File: src/rtl/p10_prm_writer_if.sv
// -----------------------------------------------------------------------------
// p10_prm_pkg / p10_prm_writer_if
//
// Purpose:
//   Shared types for the parameter table and the host write interface of
//   p10_prm_writer.
//   - p10_prm_pkg holds the p10_rom descriptor layout, the response status codes
//     and the well-known slot addresses.
//   - p10_prm_writer_if bundles the write request/response handshake.
//
// Interface signals (the master is the command parser, the slave is p10_prm_writer):
//   wr_req      master->slave  write request, valid with wr_addr/wr_data
//   wr_addr     master->slave  target parameter address ($clog2(PRM_COUNT+1) bits)
//   wr_data     master->slave  value to write (DATA_W bits, unsigned)
//   wr_ready    slave->master  request accepted on wr_req & wr_ready
//   resp_valid  slave->master  one-cycle pulse qualifying resp_status
//   resp_status slave->master  prm_status_e code
// -----------------------------------------------------------------------------
package p10_prm_pkg;
  localparam int PRM_DATA_W = 32;

  typedef enum logic {
    RIGHTS_RO = 1'b0,
    RIGHTS_RW = 1'b1
  } prm_rights_e;

  // Descriptor as registered out of p10_rom.
  typedef struct packed {
    prm_rights_e           rights;
    logic                  is_exec;
    logic [PRM_DATA_W-1:0] min_val;
    logic [PRM_DATA_W-1:0] max_val;
  } prm_entry_t;

  typedef enum logic [2:0] {
    ST_OK         = 3'd0,
    ST_CLAMPED    = 3'd1,
    ST_ERR_ADDR   = 3'd2,
    ST_ERR_RANGE  = 3'd3,
    ST_ERR_RIGHTS = 3'd4
  } prm_status_e;

  localparam int ADDR_FREQ_HZ      = 0;
  localparam int ADDR_DUTY_PERCENT = 1;
endpackage

interface p10_prm_writer_if #(
  parameter int PRM_COUNT = 8,
  parameter int DATA_W    = 32
);
  localparam int AW = $clog2(PRM_COUNT + 1);

  logic              wr_req;
  logic [AW-1:0]     wr_addr;
  logic [DATA_W-1:0] wr_data;
  logic              wr_ready;
  logic              resp_valid;
  logic [2:0]        resp_status;

  modport master (
    output wr_req, wr_addr, wr_data,
    input  wr_ready, resp_valid, resp_status
  );

  modport slave (
    input  wr_req, wr_addr, wr_data,
    output wr_ready, resp_valid, resp_status
  );
endinterface

File: src/rtl/p10_prm_writer.sv
// -----------------------------------------------------------------------------
// p10_prm_writer
//
// Purpose:
//   Write side of the parameter table.
//   - Accepts a host write, fetches the slot's descriptor from p10_rom and
//     checks it against the descriptor's rights and its min/max range.
//   - Commits an accepted value to the register bank read by the PWM core,
//     then returns a status code.
//
// Ports:
//   clk, rst_n      clock, asynchronous active-low reset
//   wr_if (slave)   write request/response handshake (see p10_prm_writer_if)
//   o_rom_addr      address to p10_rom (held from one valid accept to the next)
//   i_rom_entry     descriptor from p10_rom, registered, 1-cycle latency
//   o_prm_values    flat register bank, slot i at [i*DATA_W +: DATA_W]
//   o_upd_strobe    one-cycle pulse when a value is committed
//   o_upd_addr      address of the committed slot
//   o_exec_strobe   pulses with o_upd_strobe when the entry has is_exec set
//
// Build option:
//   P10_PRM_CLAMP_EN
//   - Defined: out-of-range writes to writable slots are saturated to
//     min/max, committed, and answered with CLAMPED.
//   - Undefined: they are rejected with ERR_RANGE.
// -----------------------------------------------------------------------------
module p10_prm_writer
  import p10_prm_pkg::*;
#(
  parameter  int PRM_COUNT = 8,
  parameter  int DATA_W    = PRM_DATA_W,
  localparam int AW        = $clog2(PRM_COUNT + 1)
) (
  input  logic                        clk,
  input  logic                        rst_n,
  p10_prm_writer_if.slave             wr_if,
  output logic [AW-1:0]               o_rom_addr,
  input  prm_entry_t                  i_rom_entry,
  output logic [PRM_COUNT*DATA_W-1:0] o_prm_values,
  output logic                        o_upd_strobe,
  output logic [AW-1:0]               o_upd_addr,
  output logic                        o_exec_strobe
);

  typedef enum logic [1:0] {S_IDLE, S_FETCH, S_CHECK, S_RESP} state_e;

  localparam logic [AW-1:0] PRM_COUNT_A = AW'(PRM_COUNT);

  state_e            r_state;
  state_e            w_state_nxt;
  logic [AW-1:0]     r_req_addr;
  logic [DATA_W-1:0] r_req_data;
  logic [AW-1:0]     r_rom_addr;
  prm_status_e       r_status;
  prm_status_e       w_status_nxt;
  logic              r_resp_valid;
  logic              r_upd_strobe;
  logic              r_exec_strobe;
  logic [AW-1:0]     r_upd_addr;
  logic [DATA_W-1:0] r_bank [PRM_COUNT];

  logic              w_accept;
  logic              w_addr_ok;
  logic              w_commit;
  logic [DATA_W-1:0] w_commit_val;
  logic              w_below;
  logic              w_above;

  // Plain unsigned compares: a full-scale value is never treated as negative.
  assign w_below = (r_req_data < i_rom_entry.min_val);
  assign w_above = (r_req_data > i_rom_entry.max_val);

  // NOTE: state and datapath registers use non-blocking assignments so every
  // flop samples the pre-edge values of the others.
  always_ff @(posedge clk or negedge rst_n) begin
    if (!rst_n) r_state <= S_IDLE;
    else        r_state <= w_state_nxt;
  end

  // NOTE: every signal driven here gets a default first, so no path through
  // the case leaves one unassigned and no latch is inferred.
  always_comb begin
    w_state_nxt  = r_state;
    w_status_nxt = r_status;
    w_accept     = 1'b0;
    w_addr_ok    = 1'b0;
    w_commit     = 1'b0;
    w_commit_val = r_req_data;
    unique case (r_state)
      S_IDLE: begin
        if (wr_if.wr_req) begin
          w_accept = 1'b1;
          if (wr_if.wr_addr >= PRM_COUNT_A) begin
            // No such slot: answer straight away, the ROM is never touched.
            w_status_nxt = ST_ERR_ADDR;
            w_state_nxt  = S_RESP;
          end else begin
            w_addr_ok   = 1'b1;
            w_state_nxt = S_FETCH;
          end
        end
      end
      // The ROM registers the descriptor for o_rom_addr during this cycle.
      S_FETCH: w_state_nxt = S_CHECK;
      S_CHECK: begin
        w_state_nxt = S_RESP;
        if (i_rom_entry.rights == RIGHTS_RO) begin
          w_status_nxt = ST_ERR_RIGHTS;
        end else if (w_below || w_above) begin
`ifdef P10_PRM_CLAMP_EN
          w_commit     = 1'b1;
          w_commit_val = w_below ? i_rom_entry.min_val : i_rom_entry.max_val;
          w_status_nxt = ST_CLAMPED;
`else
          w_status_nxt = ST_ERR_RANGE;
`endif
        end else begin
          w_commit     = 1'b1;
          w_status_nxt = ST_OK;
        end
      end
      S_RESP:  w_state_nxt = S_IDLE;
      default: w_state_nxt = S_IDLE;
    endcase
  end

  always_ff @(posedge clk or negedge rst_n) begin
    if (!rst_n) begin
      r_req_addr    <= '0;
      r_req_data    <= '0;
      r_rom_addr    <= '0;
      r_status      <= ST_OK;
      r_resp_valid  <= 1'b0;
      r_upd_strobe  <= 1'b0;
      r_exec_strobe <= 1'b0;
      r_upd_addr    <= '0;
    end else begin
      if (w_accept) begin
        r_req_addr <= wr_if.wr_addr;
        r_req_data <= wr_if.wr_data;
      end
      // Only a valid address reaches the ROM; a rejected one leaves it alone.
      if (w_addr_ok) r_rom_addr <= wr_if.wr_addr;
      r_status      <= w_status_nxt;
      // Registered on the edge leaving RESP, so the pulse coincides with the
      // first IDLE cycle and a new request may be accepted alongside it.
      r_resp_valid  <= (r_state == S_RESP);
      r_upd_strobe  <= w_commit;
      r_exec_strobe <= w_commit && i_rom_entry.is_exec;
      if (w_commit) r_upd_addr <= r_req_addr;
    end
  end

  // NOTE: the bank is a small flop array (the PWM core reads every slot in
  // parallel), so it can be, and is, reset to zero like any other register.
  always_ff @(posedge clk or negedge rst_n) begin
    if (!rst_n) begin
      for (int i = 0; i < PRM_COUNT; i++) r_bank[i] <= '0;
    end else begin
      for (int i = 0; i < PRM_COUNT; i++) begin
        if (w_commit && (r_req_addr == AW'(i))) r_bank[i] <= w_commit_val;
      end
    end
  end

  always_comb begin
    for (int i = 0; i < PRM_COUNT; i++) o_prm_values[i*DATA_W +: DATA_W] = r_bank[i];
  end

  assign wr_if.wr_ready    = (r_state == S_IDLE);
  assign wr_if.resp_valid  = r_resp_valid;
  assign wr_if.resp_status = r_status;
  assign o_rom_addr        = r_rom_addr;
  assign o_upd_strobe      = r_upd_strobe;
  assign o_upd_addr        = r_upd_addr;
  assign o_exec_strobe     = r_exec_strobe;

endmodule

File: src/flat_wrapper.sv
// flat-port wrapper written by rule: the top's interface ports become plain ports
module p10_prm_writer_flat import p10_prm_pkg::*;
#(
  parameter  int PRM_COUNT = 8,
  parameter  int DATA_W    = PRM_DATA_W,
  localparam int AW        = $clog2(PRM_COUNT + 1)
)
  (clk, rst_n, o_rom_addr, i_rom_entry, o_prm_values, o_upd_strobe, o_upd_addr, o_exec_strobe, wr_if_wr_req, wr_if_wr_addr, wr_if_wr_data, wr_if_wr_ready, wr_if_resp_valid, wr_if_resp_status);
  p10_prm_writer_if #(.PRM_COUNT(PRM_COUNT), .DATA_W(DATA_W)) wr_if_i ();
  input  logic clk;
  input  logic rst_n;
  output logic [AW-1:0] o_rom_addr;
  input  prm_entry_t i_rom_entry;
  output logic [PRM_COUNT*DATA_W-1:0] o_prm_values;
  output logic o_upd_strobe;
  output logic [AW-1:0] o_upd_addr;
  output logic o_exec_strobe;
  input wire logic [$bits(wr_if_i.wr_req)-1:0] wr_if_wr_req;
  input wire logic [$bits(wr_if_i.wr_addr)-1:0] wr_if_wr_addr;
  input wire logic [$bits(wr_if_i.wr_data)-1:0] wr_if_wr_data;
  output wire logic [$bits(wr_if_i.wr_ready)-1:0] wr_if_wr_ready;
  output wire logic [$bits(wr_if_i.resp_valid)-1:0] wr_if_resp_valid;
  output wire logic [$bits(wr_if_i.resp_status)-1:0] wr_if_resp_status;
  assign wr_if_i.wr_req = wr_if_wr_req;
  assign wr_if_i.wr_addr = wr_if_wr_addr;
  assign wr_if_i.wr_data = wr_if_wr_data;
  assign wr_if_wr_ready = wr_if_i.wr_ready;
  assign wr_if_resp_valid = wr_if_i.resp_valid;
  assign wr_if_resp_status = wr_if_i.resp_status;
  p10_prm_writer #(.PRM_COUNT(PRM_COUNT), .DATA_W(DATA_W)) u_core (.clk(clk), .rst_n(rst_n), .wr_if(wr_if_i), .o_rom_addr(o_rom_addr), .i_rom_entry(i_rom_entry), .o_prm_values(o_prm_values), .o_upd_strobe(o_upd_strobe), .o_upd_addr(o_upd_addr), .o_exec_strobe(o_exec_strobe));
endmodule
File: config.mk
export PLATFORM = sky130hd
export DESIGN_NAME = p10_prm_writer_flat
export DESIGN_NICKNAME = d
export VERILOG_FILES = /design/src/rtl/p10_prm_writer_if.sv /design/src/rtl/p10_prm_writer.sv /design/src/flat_wrapper.sv
export SDC_FILE = /design/constraint.sdc
export NUM_CORES = 1
export LEC_CHECK = 0
export BUFFER_PORTS_ARGS = -buffer_cell sky130_fd_sc_hd__buf_2
export CORE_ASPECT_RATIO = 0.6
export CORE_MARGIN = 1.5
export CORE_UTILIZATION = 45
export CTS_CLUSTER_SIZE = 10
export DETAILED_ROUTE_END_ITERATION = 12
export PLACE_DENSITY = 0.7
export SYNTH_ARGS = -nofsm -noshare
export SYNTH_HDL_FRONTEND = slang
export SYNTH_SLANG_ARGS = --single-unit
File: constraint.sdc
create_clock -name clk -period 3.1 [get_ports clk]
set_input_delay 0.31 -clock clk [delete_from_list [all_inputs] [get_ports clk]]
set_output_delay 0.31 -clock clk [all_outputs]
set_load 0.02 [all_outputs]
# After elaboration in Yosys (flattened, before gate mapping)
# Index checks and enable logic that the tools add are counted.
[op_classes]
n_mux = 16
n_reduce_logical = 14
magnitude_cmp = 3
n_eq_ne = 12
[ops]
columns = ["cell", "n"]
rows = [
  ["32-bit > comparator", 1],
  ["32-bit < comparator", 1],
  ["4-bit by 3-bit == test with 1-bit output, second input constant", 4],
  ["1-bit logical AND", 9],
  ["3-bit 2-to-1 mux", 3],
  ["4-bit by 2-bit == test with 1-bit output, second input constant", 2],
  ["1-bit 2-to-1 mux", 8],
  ["2-bit case mux with 4 select lines", 1],
  ["2-bit 2-to-1 mux", 3],
  ["3-bit case mux with 2 select lines", 1],
  ["2-bit == test, second input constant", 2],
  ["4-bit by 1-bit == test with 1-bit output, second input constant", 1],
  ["4-bit greater-or-equal comparator, second input constant", 1],
  ["4-bit logical NOT", 1],
  ["3-bit AND reduction", 1],
  ["2-bit by 1-bit == test with 1-bit output, second input constant", 1],
  ["2-bit logical NOT", 1],
  ["2-bit by 1-bit != test with 1-bit output, second input constant", 1],
  ["2-bit != test, second input constant", 1],
  ["2-bit nonzero test", 1],
  ["1-bit logical OR", 1],
]
[totals]
regBits = 308
word_cells = 62

# Longest topological paths before layout
[logic_depth]
ltp_word = 6
depth_mapped = 12
depth_no_buf = 9

# Worst setup path before layout
# No wires, ideal clock.
[synth_path]
path_kind = "flip-flop to flip-flop"
startpoint = "register u_core.r_req_data[15]"
endpoint = "register u_core.r_bank (netlist bit u_core.o_prm_values[74])"
arrival_ns = 2.592
n_path_buf = 2
path_stages_with_launch = 11
period_less_slack_ns = 2.719
path_slack_ns = 0.381
required_time_ns = 2.972
cell_sequence = "dfrtp_1 -> ha_1 -> nand4_1 -> nor3_1 -> a21boi_0 -> or4_1 -> a22oi_2 -> buf_6 -> nand4b_4 -> buf_6 -> mux2_1"
[synth_via]
elab_chain_cells = 6
word_cells_on_any_way = 7
[synth_rtl]
columns = ["item", "line", "rtl"]
rows = [
  ["start: declaration", "p10_prm_writer.sv:52", "logic [DATA_W-1:0] r_req_data;"],
  ["start signal: assignment", "p10_prm_writer.sv:140", "r_req_data <= wr_if.wr_data;"],
  ["32-bit < comparator / 32-bit > comparator (equally long branches)", "p10_prm_writer.sv:70, p10_prm_writer.sv:71", ""],
  ["1-bit logical OR (*)", "p10_prm_writer.sv:109", "end else if (w_below || w_above) begin"],
  ["1-bit 2-to-1 mux (*)", "p10_prm_writer.sv:109", ""],
  ["1-bit 2-to-1 mux (*)", "p10_prm_writer.sv:107", "if (i_rom_entry.rights == RIGHTS_RO) begin"],
  ["1-bit 2-to-1 mux (*)", "p10_prm_writer.sv:89", "unique case (r_state)"],
  ["1-bit logical AND (*)", "p10_prm_writer.sv:161", "if (w_commit && (r_req_addr == AW'(i))) r_bank[i] <= w_commit_val;"],
  ["end signal: indexed assignment", "p10_prm_writer.sv:161", ""],
  ["end: declaration", "p10_prm_writer.sv:60", "logic [DATA_W-1:0] r_bank [PRM_COUNT];"],
]
# Every way passes the cells marked *; elsewhere a longest branch is shown, timed or not.
# A chain may end at the register's enable or synchronous reset.

# Final worst setup path
[layout_path]
startpoint = "register u_core.r_req_data[1]"
endpoint = "register u_core.r_bank (netlist bit u_core.o_prm_values[44])"
# Same word-level chain as after synthesis.

==> results.json <==
{
  "status": "complete, no violations",
  "max_freq_mhz": 331,
  "ir_drop_mv": 0.569,
  "synth_xor_area_share_pct": 0,
  "worst-path-max-fanout": 12,
  "grt_use_total_pct": 24.1,
  "synthFlopType": "dfrtp_1",
  "die_w_um": 228,
  "grt_pass1_wl_mm": 57.2,
  "syn_nets": 1087,
  "slew_headroom_pct": 55.1,
  "p_per_area_nw_per_um2": 1040,
  "yosysMostFrequentCell": "dfrtp_1",
  "comb_power_share_pct": 42.5,
  "swShare_pct": 39.2,
  "cts_buffer_depth": 3,
  "core_area_um2": 29900,
  "place_inst": 1725,
  "routabilityCongestion": 0.832,
  "grt_max_degree": 89,
  "clkLatencyLatePin_ns": 0.52,
  "dp_hpwl_mm": 28.1,
  "antenna_found_initial": 5,
  "syn_avg_cell_area_um2": 14.9,
  "seqPwrFrac_pct": 37.1,
  "p_leak_nw": 10.2,
  "start_kind": "flip-flop",
  "required_ns": 3.49,
  "slew_viol_final": 0,
  "finalCritPeriodShare_pct": 97.5,
  "nets": 1533,
  "synthCells": 916,
  "yosys_warnings": 0,
  "power_frac_clock_pct": 20.4,
  "drive_gt1_share_pct": 52.8,
  "ant_nets": 0,
  "drc": 0,
  "internal_power_mw": 11.1,
  "fin_cells": 1777,
  "netlist_top_cells_area": "dfrtp_1 57%, mux2_2 12%, mux2_4 9.6%",
  "synth_compound_area_share_pct": 2.84,
  "ys_ff_latch": 308,
  "cts_num_sinks": 308,
  "setup_viol": 0,
  "path_class": "flip-flop to flip-flop",
  "vias": 9217,
  "worstPathArrival_ns": 3.41,
  "cts_made_buffers": 36,
  "async_flop_share_pct": 100,
  "tightest_slew_ns": 0.671,
  "drt_wl_total_mm": 38.2,
  "switchingPower_mw": 7.12,
  "drv_cap": 0,
  "routedWlPerCell_um": 21.5,
  "dieHeight_um": 138,
  "dieArea_um2": 31400,
  "hold_class": "input port to flip-flop",
  "portBuffers": 375,
  "pin_count": 376,
  "grt_pass1_vias": 9329,
  "synth_top_area_cell": "dfrtp_1",
  "yosys.area_share.simple_pct": 3.73,
  "tns_ns": 0,
  "worstSetupEndpointType": "flip-flop",
  "seq_area_frac_synth_pct": 56.5,
  "yosys-top-cells-count": "308 x dfrtp_1, 144 x mux2_2, 87 x mux2_4",
  "vias_per_cell": 5.19,
  "rows": 49,
  "syn_area_um2": 13600,
  "first_iter_violations": 554,
  "root_buffer": "clkbuf_16",
  "start_util_pct": 45.7,
  "synth_fa_ha_area_share_pct": 6.06,
  "finalHoldViolCount": 0,
  "cts.htree.levels": 2,
  "gr-total-overflow": 0,
  "clock_skew_ns": 0.0221,
  "netlist.area_leader.share_pct": 56.5,
  "cts_tree": "yes",
  "synth-edff-count": 0,
  "area_growth_pct": 28.3,
  "post-route-min-period_ns": 3.02,
  "yosysUniqueCellTypes": 42,
  "yosys-mux-area-fraction_pct": 27.2,
  "synth_top_family_by_area": "multiplexers",
  "clk_pin_slew_worst_paths_ns": 0.06,
  "first_pass_iters": 4
}
==> worst max-delay path, stage by stage (launching register included) <==
cell	delay (ns)
dfrtp_1	0.42
ha_1	0.30
nor2b_1	0.16
o211ai_1	0.21
a21boi_0	0.15
or4_4	0.51
a22oi_2	0.19
buf_12	0.19
nand4_1	0.09
buf_4	0.20
buf_4	0.19
mux2_2	0.28
==> final cells by class <==
cell class | count | area (um^2)
antenna | 4 | 10.0
clock buffer | 40 | 958
clock inverter | 1 | 16.3
fill | 2406 | 12400
inverter | 70 | 263
multi-input combinational | 507 | 5470
sequential | 308 | 7710
tap | 408 | 510
timing repair buffer | 439 | 2560
==> registers in the layout, summed over array words and instances (netlist names) <==
name and cells:
u_core.o_prm_values 256, u_core.r_req_data 32, u_core.o_rom_addr 4, u_core.o_upd_addr 4, u_core.r_req_addr 4, u_core.wr_if.resp_status 3
u_core.r_state 2, u_core.o_exec_strobe 1, u_core.o_upd_strobe 1, u_core.wr_if.resp_valid 1
==> power groups by stage <==
stage	clock network (mW)	logic [mW]	registers [mW]
6_report	3.70	7.73	6.75
5_1_grt	3.93	8.28	6.96
4_1_cts	3.78	7.72	6.74
3_5_place_dp	0	7.67	6.78
3_3_place_gp	0	7.52	6.72
2_1_floorplan	0	2.77	8.41
==> per-stage QoR <==
stage / hold slack (ns) / setup slack, ns / power [mW] / area (um^2) / utilization, %
2_1_floorplan: 0.0144 / 0.381 / 11.2 / 13600 / -
3_3_place_gp: 0.362 / -0.0954 / 14.2 / 16400 / 54.9
3_5_place_dp: 0.355 / -0.126 / 14.5 / 16400 / 54.9
4_1_cts: 0.00456 / 0.0107 / 18.2 / 17400 / 58.3
5_1_grt: 0.00844 / -0.0342 / 19.2 / 17500 / 58.6
6_report: 0.0212 / 0.0788 / 18.2 / 17500 / 58.6
==> path summary, 6_finish.rpt <==
check	slack (ns)	from	depth (start not counted)	to
setup / recovery	0.08	u_core.r_req_data[1]	11	u_core.o_prm_values[44]
hold / removal	0.02	wr_if_wr_data[2]	2	u_core.r_req_data[2]
setup reg to reg	0.08	u_core.r_req_data[1]	11	u_core.o_prm_values[44]
hold reg to reg	0.48	u_core.o_prm_values[165]	1	u_core.o_prm_values[165]
max in group asynchronous	1.73	rst_n	3	u_core.r_req_data[18]
min in group asynchronous	0.39	rst_n	2	u_core.o_prm_values[69]
==> metal layers <==
layer  track usage, %  wire [um]  share of wire (%)  vias to the layer above
li1                 -          -                  -                     4151
met1             34.4      18100                 47                     4736
met2             36.7      17000                 45                      278
met3             6.42       2480                6.5                       50
met4             5.56        537                1.4                        2
met5                0         13              0.034                        -
==> logic make-up after synthesis <==
group | after synthesis
DFF | 308
muxes | 300
buffers and inverters | 101
and+or+nand+nor | 79
adders and majority gates | 66
AOI/OAI and AO/OA | 62
==> what timing repair did <==
| action | in CTS | in global routing |
|---|---|---|
| endpoints found under the hold margin | 88 | 0 |
| endpoints found under the setup margin | 256 | 247 |
| pin swaps | 0 | 1 |
| hold buffers | 5 | 0 |
| setup buffers | 0 | 1 |
| resized for setup | 1 | 9 |
| cloned | 0 | 1 |
==> cells in the final DEF, fill, tap and decap left out, drive strengths merged <==
cell         instances
o32a                 1
or4                  2
o21ai               10
buf                433
o221ai               1
a21o                 5
nand2               20
clkinv               1
nor4b                1
nand3               13
a211o                1
ha                  66
nor4                 3
a22oi                1
nand2b               2
o221a                1
a21boi               3
nand3b               1
nor3                 4
dlygate4sd3          5
a21oi               30
nor2                 9
clkbuf              41
mux2               300
nor2b                2
nand4b               3
a211oi               1
inv                 70
and4                 3
nor3b                1
dfrtp              308
a221o                1
o211ai               1
nand4               15
a2111oi              2
o21a                 1
diode                4
o311ai               1
a221oi               2
Power figures use the tool's default switching activity.
